--- src/rtl/karatsuba_leaf_issuer.sv ---
// Karatsuba operand splitter over GF(2): latches one operand pair and streams
// its 3^LEVELS leaf operand pairs in ascending index order, one per handshake.
module karatsuba_leaf_issuer #(
    parameter int N      = 32,
    parameter int LEVELS = 2,
    localparam int W      = N >> LEVELS,
    localparam int LEAVES = 3 ** LEVELS
) (
    input  logic         clk,
    input  logic         rst,
    input  logic         in_valid,
    output logic         in_ready,
    input  logic [N-1:0] in_a,
    input  logic [N-1:0] in_b,
    output logic         out_valid,
    input  logic         out_ready,
    output logic [W-1:0] out_a,
    output logic [W-1:0] out_b,
    output logic [4:0]   out_idx,
    output logic         out_last,
    output logic         busy
);

    typedef enum logic [0:0] {IDLE = 1'b0, ISSUE = 1'b1} state_t;

    localparam logic [4:0] LAST_IDX = 5'(LEAVES - 1);

    state_t         state_q, state_d;
    logic [N-1:0]   a_q, a_d, b_q, b_d;
    logic [4:0]     idx_q, idx_d;
    logic [W-1:0]   out_a_q, out_a_d, out_b_q, out_b_d;
    logic           out_last_q, out_last_d;
    logic           load_s;

    // Walk the base-3 digits of idx (most significant first), narrowing to hi, lo or hi^lo.
    function automatic logic [W-1:0] leaf_of(input logic [N-1:0] op, input logic [4:0] idx);
        logic [N-1:0] x, hi, lo, mask;
        int unsigned  rem, span, d, w;
        x    = op;
        rem  = {27'd0, idx};
        span = 32'(LEAVES);
        w    = 32'(N);
        for (int j = 0; j < LEVELS; j++) begin
            span = span / 32'd3;
            d    = rem / span;
            rem  = rem % span;
            w    = w >> 1;
            mask = {N{1'b1}} >> (32'(N) - w);
            hi   = (x >> w) & mask;
            lo   = x & mask;
            case (d)
                32'd0:   x = hi;
                32'd1:   x = lo;
                default: x = hi ^ lo;
            endcase
        end
        return x[W-1:0];
    endfunction

    // Next-state, operand latch and leaf register update.
    always_comb begin
        state_d    = state_q;
        a_d        = a_q;
        b_d        = b_q;
        idx_d      = idx_q;
        out_a_d    = out_a_q;
        out_b_d    = out_b_q;
        out_last_d = out_last_q;
        load_s     = 1'b0;
        case (state_q)
            IDLE: begin
                if (in_valid) begin
                    a_d     = in_a;
                    b_d     = in_b;
                    idx_d   = 5'd0;
                    load_s  = 1'b1;
                    state_d = ISSUE;
                end else begin
                    state_d = IDLE;
                end
            end
            ISSUE: begin
                if (out_ready && (idx_q == LAST_IDX)) begin
                    state_d = IDLE;
                end else if (out_ready) begin
                    idx_d  = idx_q + 5'd1;
                    load_s = 1'b1;
                end else begin
                    state_d = ISSUE;
                end
            end
            default: state_d = IDLE;
        endcase
        if (load_s) begin
            out_a_d    = leaf_of(a_d, idx_d);
            out_b_d    = leaf_of(b_d, idx_d);
            out_last_d = (idx_d == LAST_IDX);
        end else begin
            out_last_d = out_last_q;
        end
    end

    // State and datapath registers with synchronous reset.
    always_ff @(posedge clk) begin
        if (rst) begin
            state_q    <= IDLE;
            a_q        <= '0;
            b_q        <= '0;
            idx_q      <= 5'd0;
            out_a_q    <= '0;
            out_b_q    <= '0;
            out_last_q <= 1'b0;
        end else begin
            state_q    <= state_d;
            a_q        <= a_d;
            b_q        <= b_d;
            idx_q      <= idx_d;
            out_a_q    <= out_a_d;
            out_b_q    <= out_b_d;
            out_last_q <= out_last_d;
        end
    end

    assign in_ready  = (state_q == IDLE);
    assign out_valid = (state_q == ISSUE);
    assign busy      = (state_q == ISSUE);
    assign out_idx   = idx_q;
    assign out_a     = out_a_q;
    assign out_b     = out_b_q;
    assign out_last  = out_last_q;

endmodule
--- config.mk ---
export PLATFORM = sky130hd
export DESIGN_NAME = karatsuba_leaf_issuer
export DESIGN_NICKNAME = d
export VERILOG_FILES = /design/src/rtl/karatsuba_leaf_issuer.sv
export SDC_FILE = /design/constraint.sdc
export NUM_CORES = 1
export LEC_CHECK = 0
export ABC_AREA = 0
export CAP_MARGIN = 15
export CORE_UTILIZATION = 30
export DETAILED_ROUTE_END_ITERATION = 8
export PLACE_DENSITY = 0.59
export SLEW_MARGIN = 30
export SYNTH_ARGS = -nofsm -noshare
export SYNTH_HDL_FRONTEND = slang
export SYNTH_SLANG_ARGS = --single-unit
--- constraint.sdc ---
create_clock -name clk -period 9.7 [get_ports clk]
set_input_delay 1.94 -clock clk [delete_from_list [all_inputs] [get_ports clk]]
set_output_delay 1.94 -clock clk [all_outputs]
set_load 0.05 [all_outputs]
Word-level counts from Yosys, hierarchy flattened
Cells that the tools add are included.
{ "word_totals": {"ff_bits": 87, "in_bits": 68, "output_inout_bits": 25, "word_cells": 42} }
{ "op_classes": {"n_addsub": 1, "n_div": 2, "eq_ne": 4, "n_mux": 20, "n_bitwise": 5, "reduce_logical": 3} }
{ "op_table": {"columns": ["cell", "n"], "rows": [
  ["$mux W32", 4],
  ["$eq A32 B1 Y1 const B", 2],
  ["$logic_not A32 Y1", 2],
  ["$pmux W16 S2", 2],
  ["$div A5 B2 Y32 const B", 1],
  ["$mod A5 B2 Y32 const B", 1],
  ["$mux W16", 2],
  ["$pmux W8 S2", 2],
  ["$xor A16 B16 Y16", 2],
  ["$xor A8 B8 Y8", 2],
  ["$mux W5", 3],
  ["$eq A5 B4 Y1 const B", 2],
  ["$pmux W5 S2", 1],
  ["$add A5 B1 Y5 const B", 1],
  ["$mux W1", 4],
  ["$pmux W1 S2", 2],
  ["$logic_and A1 B1 Y1", 1],
  ["$not A1 Y1", 1]
]} }

Depth between registers and ports, before layout
Gate-level depths: netlist of the first run.
{ "depth": {"ltp_word": 10, "ltp_mapped": 28, "ltp_nobuf": 24} }

Least setup slack after synthesis of the first run
OpenSTA, ideal clock, no wires.
{ "synth_path": {"path_type": "input port to flip-flop", "start": "in in_valid", "end": "reg out_a_q[5] (netlist: out_a[5])", "setup_time_ps": 95, "arrival_ps": 6650, "t_required_ps": 9605, "slack_ps": 2955, "cell_stages": 26, "n_path_buf": 4, "path_cell_list": "nor2b_1 -> buf_2 -> a211oi_4 -> nor2_2 -> inv_2 -> ha_1 -> clkbuf_1 -> inv_1 -> a31oi_1 -> o21a_1 -> nor2_1 -> ha_1 -> buf_1 -> a221o_1 -> nor2_1 -> nand2b_1 -> o21ai_0 -> ha_1 -> nand2b_1 -> a2111oi_0 -> a311o_1 -> o2bb2ai_1 -> o21ba_4 -> buf_6 -> o311ai_2 -> a221oi_1"} }
{ "synth_via": {"elab_chain_len": 8, "elab_cells_between_ends": 17, "classes_between": "div (2); eq/ne (2); mux (9); bitwise (2); reduce/logical (2)"} }
{ "synth_rtl": {"columns": ["item", "line", "source"], "rows": [
  ["start, declared", "11", "input logic in_valid,"],
  ["$mux W5 *", "72", "if (in_valid) begin"],
  ["$pmux W5 S2 *", "70", "case (state_q)"],
  ["named net idx_d[3]", "30", "logic [4:0] idx_q, idx_d;"],
  ["$div A5 B2 Y32", "45", "d = rem / span;"],
  ["$eq A32 B1 Y1 / $logic_not A32 Y1 (equally long branches)", "51", "case (d)"],
  ["$pmux W16 S2", "51", null],
  ["$mux W16", "94", "if (load_s) begin"],
  ["$xor A8 B8 Y8", "54", "default: x = hi ^ lo;"],
  ["$pmux W8 S2 *", "51", null],
  ["end signal, assigned", "118", "out_a_q <= out_a_d;"],
  ["end, declared", "31", "logic [W-1:0] out_a_q, out_a_d, out_b_q, out_b_d;"]
]} }
The timed path passes the listed nets; every way through them passes the cells marked *. The select of a mux whose other input is x is not followed.
A chain may end at the register's enable or synchronous reset.

Final worst setup path of the first run
{ "layout_path": {"start": "in out_ready", "end": "reg out_a_q[1] (netlist: out_a[1])"} }
{ "layout_via": {"elab_chain_len": 9, "elab_cells_between_ends": 17, "classes_between": "div (2); eq/ne (2); mux (9); bitwise (1); reduce/logical (3)"} }
{ "layout_rtl": {"columns": ["item", "line", "source"], "rows": [
  ["start, declared", "16", "input logic out_ready,"],
  ["$mux W5 / $logic_and A1 B1 Y1 (equally long branches)", "85, 83", null],
  ["$mux W5 *", "83", "if (out_ready && (idx_q == LAST_IDX)) begin"],
  ["$pmux W5 S2 *", "70", null],
  ["named net idx_d[4]", "30", null],
  ["$div A5 B2 Y32", "45", null],
  ["$eq A32 B1 Y1 / $logic_not A32 Y1 (equally long branches)", "51", null],
  ["$pmux W16 S2", "51", null],
  ["$mux W16", "94", null],
  ["$xor A8 B8 Y8", "54", null],
  ["$pmux W8 S2 *", "51", null]
]} }
Marked as above.

==> results of run 1 <==
how the worst max path moves through the flow:
stage                             to       from  cells past startpoint  slack (ps)
2_1_floorplan  out_a[5]$_SDFFE_PP0P_   in_valid                     26        2950
3_3_place_gp   out_a[2]$_SDFFE_PP0P_  out_ready                     21        1840
3_5_place_dp   out_a[1]$_SDFFE_PP0P_  out_ready                     21        1770
4_1_cts        out_a[1]$_SDFFE_PP0P_  out_ready                     21        2140
5_1_grt        out_a[1]$_SDFFE_PP0P_  out_ready                     21        1520
6_report       out_a[1]$_SDFFE_PP0P_  out_ready                     21        2040
state kept, by name, indices dropped and copies added, names as in the netlist:
name / count
a_q: 32
b_q: 32
busy: 1
out_a: 8
out_b: 8
out_idx: 5
out_last: 1
cell families (layout without fill, tap and decap cells):
kind of cell,after synthesis,count (layout),share of synthesized area (%)
buffers and inverters,61,131,4.65
AND/OR/NAND/NOR,315,315,26.3
multiplexers,90,90,14.9
adder cells (fa/ha/maj),5,5,1.03
XOR/XNOR,18,18,2.59
flip-flops,87,87,28.7
AO/OA/AOI/OAI,167,167,21.9
power groups by stage:
stage | logic (mW) | clock network (mW) | registers [mW]
floorplan | 0.150 | 0 | 0.413
global placement | 0.242 | 0 | 0.397
detailed placement | 0.244 | 0 | 0.397
CTS | 0.245 | 0.362 | 0.389
global route | 0.268 | 0.378 | 0.391
finish | 0.244 | 0.354 | 0.389
metal layers:
layer / up-vias / part of all wire (%)
met1: 2664 / 49
met4: 0 / 1.3
met2: 142 / 45
met3: 19 / 5.6
met5: - / 0
li1: 2927 / -
worst max-delay path: cells and delay by family:
kind                       cells  cell delay [ps]
AOI/OAI and AO/OA             10             2420
adders and majority gates      3              920
buffers and inverters          3             1150
muxes                          1              390
and+or+nand+nor                4             1040
through the flow:
step           power, mW  hold slack (ps)  instances  utilization (%)
2_1_floorplan      0.562              476        743                -
3_3_place_gp       0.639              438       1062             36.5
3_5_place_dp       0.641              453       1062             36.6
4_1_cts            0.996              462       1078             38.0
5_1_grt             1.04              491       1078             38.0
6_report           0.987              458       1078             38.0
cell usage in the layout (no fill, tap or decap), types with 4 or more instances in the layout:
cell type,count
a211oi_1,18
a21o_1,9
a21oi_1,18
a221oi_1,15
and2_1,4
and3_1,5
buf_4,9
clkbuf_16,9
clkdlybuf4s50_1,91
dfxtp_1,87
ha_1,5
inv_1,10
inv_2,4
mux2i_1,88
nand2_1,65
nand2b_1,4
nand3_1,32
nor2_1,95
nor2_2,5
nor3_1,30
nor4_1,19
nor4b_1,8
o211ai_1,17
o21a_1,4
o21ai_0,18
o21ai_1,6
o221ai_1,7
o311ai_1,6
o31ai_1,7
or3_1,19
or3b_2,5
xnor2_1,17
layout make-up:
| cell class | count | area [um2] |
|---|---|---|
| fill | 2028 | 12200 |
| multi-input combinational | 595 | 4080 |
| sequential | 87 | 1740 |
| timing repair buffer | 101 | 983 |
| tap | 265 | 332 |
| clock buffer | 10 | 239 |
| inverter | 14 | 52.6 |
| clock inverter | 6 | 50.0 |
==> impl_metrics.env, run 1 <==
export IMPL_busiest_layer="met2"
export IMPL_setup_viol=0
export IMPL_place_area_mm2=0.00718
export IMPL_path_max_fanout=43
export IMPL_diodes=0
export IMPL_ant_nets=0
export IMPL_rsz0062_at_grt="no"
export IMPL_portBuffers=92
export IMPL_overflow=0
export IMPL_vias_per_cell=5.34
export IMPL_switching_share_pct=32.6
export IMPL_p_sw_mw=0.322
export IMPL_power_density_mw_per_mm2=132
export IMPL_fin_crit_ps=7660
export IMPL_leakage_nw=2.85
export IMPL_h_tree_depth=3
export IMPL_yosys_most_used_dff="dfxtp_1"
export IMPL_synth_top_area_share_pct=28.7
export IMPL_postCtsResizedCells=0
export IMPL_finalClockSkew_ps=5.91
export IMPL_ys_types=83
export IMPL_grtUsageTotal_pct=16.8
export IMPL_cap_violations=0
export IMPL_dr_pass1_iters=5
export IMPL_min_to="out_last$_SDFFE_PP0P_"
export IMPL_antenna_found_initial=0
export IMPL_post_place_ws_ps=1770
export IMPL_critical_path_required_ps=9910
export IMPL_crit_path_max_incr_delay_ps=580
export IMPL_cts_tree="done"
export IMPL_grt_start_max_net_pins=80
export IMPL_synth_area_leaders="dfxtp_1, mux2i_1, nor2_1"
export IMPL_pwr_share_seq_pct=39.4
export IMPL_fin_crit_sh_pct=78.9
export IMPL_rows=51
export IMPL_drc_errors=0
export IMPL_met1_usage_pct=23.3
export IMPL_synth_most_common_cell="nor2_1"
export IMPL_fp_dieH_um=144
export IMPL_drt_wl_total_um=17200
export IMPL_synth_common_cells="nor2_1, mux2i_1, dfxtp_1"
export IMPL_relSlewSlack_pct=38.6
export IMPL_hold_viol=0
export IMPL_internal_power_mw=0.665
export IMPL_clock_latency_ps=360
export IMPL_hp_class="register to register"
export IMPL_crit_arrival_ps=7870
export IMPL_cts_buffer_depth=2
export IMPL_netlist_area_mm2=0.00608
export IMPL_fin_area_mm2=0.00747
export IMPL_cpMaxStageDelayCell="clkdlybuf4s50_1"
export IMPL_drt_iter0_markers=484
export IMPL_grt_use_met3_pct=2.85
export IMPL_synth_async_reset_ratio_pct=0
export IMPL_nets=881
export IMPL_grt_pass1_wl_um=27500
export IMPL_io_pins=93
export IMPL_r2r_cells=21
export IMPL_synth_seq_cells=87
export IMPL_netlist_instances=743
export IMPL_post_cts_buffers=0
export IMPL_synth_edf_count=0
export IMPL_yosysTopAreaCell="dfxtp_1"
export IMPL_root_buffer="clkbuf_16"
export IMPL_worst_ir_drop_vdd_v=0.0000785
export IMPL_fin_tns_setup_ps=0
export IMPL_yosysWarnings=0
export IMPL_ys_seq_area_share_pct=28.7
export IMPL_die_w_um=144
export IMPL_fmax_ghz=0.131
export IMPL_worst_setup_path_end_kind="register"
export IMPL_outcome="completed"
export IMPL_start_util_pct=30.9
export IMPL_clkTransAtPathRegs_ps=70
export IMPL_power_frac_comb_pct=24.7
export IMPL_worstSetupPathType="input pin to register"
export IMPL_path_common_cell="ha_1"
export IMPL_routabilityCongestion=0.879
export IMPL_core_mm2=0.0197
export IMPL_worst_slack_ps=2040
export IMPL_cts_buffers=9
export IMPL_r2r_start="out_idx[0]$_SDFF_PP0_"
export IMPL_cts_hold_buf=0
export IMPL_critPathLaunchType="input pin"
export IMPL_vias=5752
export IMPL_avgSynthCellArea_um2=8.18
export IMPL_wl_per_cell_um=15.9
export IMPL_worstHoldStart="out_last$_SDFFE_PP0P_"
export IMPL_clock_sinks=87
export IMPL_min_path_cells=2
export IMPL_power_frac_clock_pct=35.9
export IMPL_slew_viol_final=0
export IMPL_die_area_mm2=0.0208
export IMPL_worst_pin_slew_ps=922
export IMPL_r2r_end="out_a[1]$_SDFFE_PP0P_"
export IMPL_path_cells="clkdlybuf4s50_1 -> and4_1 -> mux2_2 -> nor2_1 -> inv_2 -> ha_1 -> a211oi_1 -> nor2_1 -> ha_1 -> a221o_1 -> o21ai_0 -> o21ai_0 -> ha_1 -> a31oi_1 -> o21ai_2 -> a31oi_4 -> buf_4 -> o2bb2ai_1 -> o21ai_2 -> nor2_2 -> a221oi_1"
export IMPL_syn_num_nets=816
export IMPL_dp_hpwl_um=12100
export IMPL_grt_pass1_vias=5216
export IMPL_drive_above_1_share_pct=9.10
export IMPL_reg2reg_slack_ps=3460
export IMPL_area_growth_pct=23.0
export IMPL_grtUsageMet2_pct=26.6
Power figures use the tool's default switching activity.
==> run 2, diff against run 1 <==
==> constraint.sdc (replaced) <==
create_clock -name clk -period 8 [get_ports clk]
set_input_delay 1.6 -clock clk [delete_from_list [all_inputs] [get_ports clk]]
set_output_delay 1.6 -clock clk [all_outputs]
set_load 0.05 [all_outputs]
==> impl_metrics.env, run 2 (synthesized netlist as in run 1, its figures left out) <==
export IMPL_outcome="completed"
export IMPL_busiest_layer="met2"
export IMPL_fin_area_mm2=0.00750
export IMPL_dp_hpwl_um=12000
export IMPL_vias=5740
export IMPL_pwr_share_seq_pct=39.3
export IMPL_grt_pass1_wl_um=27200
export IMPL_fp_dieH_um=144
export IMPL_p_sw_mw=0.373
export IMPL_grt_pass1_vias=5153
export IMPL_drc_errors=0
export IMPL_clock_latency_ps=350
export IMPL_fmax_ghz=0.136
export IMPL_power_frac_clock_pct=35.9
export IMPL_cpMaxStageDelayCell="clkdlybuf4s50_1"
export IMPL_slew_viol_final=0
export IMPL_rsz0062_at_grt="no"
export IMPL_grtUsageTotal_pct=16.7
export IMPL_drive_above_1_share_pct=9.09
export IMPL_drt_iter0_markers=440
export IMPL_worst_ir_drop_vdd_v=0.000102
export IMPL_core_mm2=0.0197
export IMPL_nets=883
export IMPL_h_tree_depth=3
export IMPL_postCtsResizedCells=0
export IMPL_fin_util_pct=38.2
export IMPL_portBuffers=92
export IMPL_worst_pin_slew_ps=854
export IMPL_place_area_mm2=0.00720
export IMPL_crit_arrival_ps=7560
export IMPL_cts_buffer_depth=2
export IMPL_path_max_fanout=10
export IMPL_drt_wl_total_um=17000
export IMPL_fin_cells=1079
export IMPL_path_cells="clkdlybuf4s50_1 -> and4_1 -> mux2_2 -> nor2_1 -> inv_2 -> ha_1 -> a211oi_1 -> nor2_1 -> ha_1 -> a221o_1 -> nor2_1 -> nand2b_1 -> o21ai_0 -> ha_1 -> nand2b_1 -> a2111oi_0 -> a311o_1 -> nand3_1 -> o41a_1 -> nor3_2 -> a221oi_1"
export IMPL_largestRegisters="a_q x32, b_q x32"
export IMPL_ant_nets=0
export IMPL_io_pins=93
export IMPL_worstSetupPathType="input pin to register"
export IMPL_routabilityCongestion=0.869
export IMPL_critical_path_required_ps=8200
export IMPL_fin_tns_setup_ps=0
export IMPL_vias_per_cell=5.32
export IMPL_layout_commonest_cell="nor2_1"
export IMPL_hp_class="register to register"
export IMPL_switching_share_pct=31.1
export IMPL_worst_setup_path_end_kind="register"
export IMPL_die_w_um=144
export IMPL_relSlewSlack_pct=43.1
export IMPL_rows=51
export IMPL_antenna_found_initial=0
export IMPL_leakage_nw=2.86
export IMPL_power_density_mw_per_mm2=160
export IMPL_layout_common_cells="nor2_1, clkdlybuf4s50_1, mux2i_1"
export IMPL_grtUsageMet2_pct=25.9
export IMPL_cts_buffers=9
export IMPL_internal_power_mw=0.826
export IMPL_cap_violations=0
export IMPL_clock_sinks=87
export IMPL_setup_viol=0
export IMPL_start_util_pct=30.9
export IMPL_cts_tree="done"
export IMPL_finalClockSkew_ps=5.10
export IMPL_area_growth_pct=23.4
export IMPL_dr_pass1_iters=5
export IMPL_overflow=0
export IMPL_dp_cells=1064
export IMPL_diodes=0
export IMPL_post_cts_buffers=0
export IMPL_clkTransAtPathRegs_ps=60
export IMPL_total_power_mw=1.20
export IMPL_root_buffer="clkbuf_16"
export IMPL_critPathLaunchType="input pin"
export IMPL_crit_path_max_incr_delay_ps=590
export IMPL_die_area_mm2=0.0208
export IMPL_power_frac_comb_pct=24.8
export IMPL_wl_per_cell_um=15.7
export IMPL_cts_hold_buf=0
export IMPL_met1_usage_pct=23.3
export IMPL_grt_use_met3_pct=2.19
export IMPL_fin_crit_sh_pct=92.0
export IMPL_grt_start_max_net_pins=80
export IMPL_hold_viol=0
export IMPL_fin_crit_ps=7360
[run 2: layout make-up]
class,count,area (um2)
clock buffer,9,225
clock inverter,6,68.8
fill,2044,12200
inverter,14,52.6
multi-input combinational,595,4070
sequential,87,1740
tap,265,332
timing repair buffer,103,1010
[run 2: worst paths after layout]
check | to | slack, ps | depth (start not counted) | startpoint
worst max-delay path | out_a[7]$_SDFFE_PP0P_ | 640 | 21 | out_ready
worst min-delay path | out_last$_SDFFE_PP0P_ | 460 | 2 | out_last$_SDFFE_PP0P_
worst max register to register | out_a[7]$_SDFFE_PP0P_ | 1710 | 21 | out_idx[1]$_SDFF_PP0_
worst min register to register | out_last$_SDFFE_PP0P_ | 460 | 2 | out_last$_SDFFE_PP0P_
[run 2: worst max-delay path: cells and delay by family]
family	cells	cell delay [ps]
muxes	1	390
adders and majority gates	3	940
buffers and inverters	2	690
and+or+nand+nor	8	1920
AOI/OAI and AO/OA	7	2030
[run 2: power groups by stage]
| stage | registers (mW) | clock network [mW] | logic [mW] |
|---|---|---|---|
| floorplan | 0.500 | 0 | 0.182 |
| global placement | 0.481 | 0 | 0.296 |
| detailed placement | 0.481 | 0 | 0.297 |
| CTS | 0.471 | 0.442 | 0.299 |
| global route | 0.474 | 0.460 | 0.327 |
| finish | 0.471 | 0.430 | 0.297 |
[run 2: metrics by stage]
stage | setup WS (ps) | hold WS (ps)
detailed placement | 383 | 450
global placement | 631 | 445
CTS | 746 | 460
global route | 99.5 | 510
floorplan | 1590 | 476
finish | 644 | 459
[run 2: metal layers]
layer	vias to the layer above	wire length (um)	part of all wire, %
met5	-	0	0
li1	2918	-	-
met4	0	276	1.6
met2	157	7530	44
met1	2648	8410	50
met3	17	732	4.3
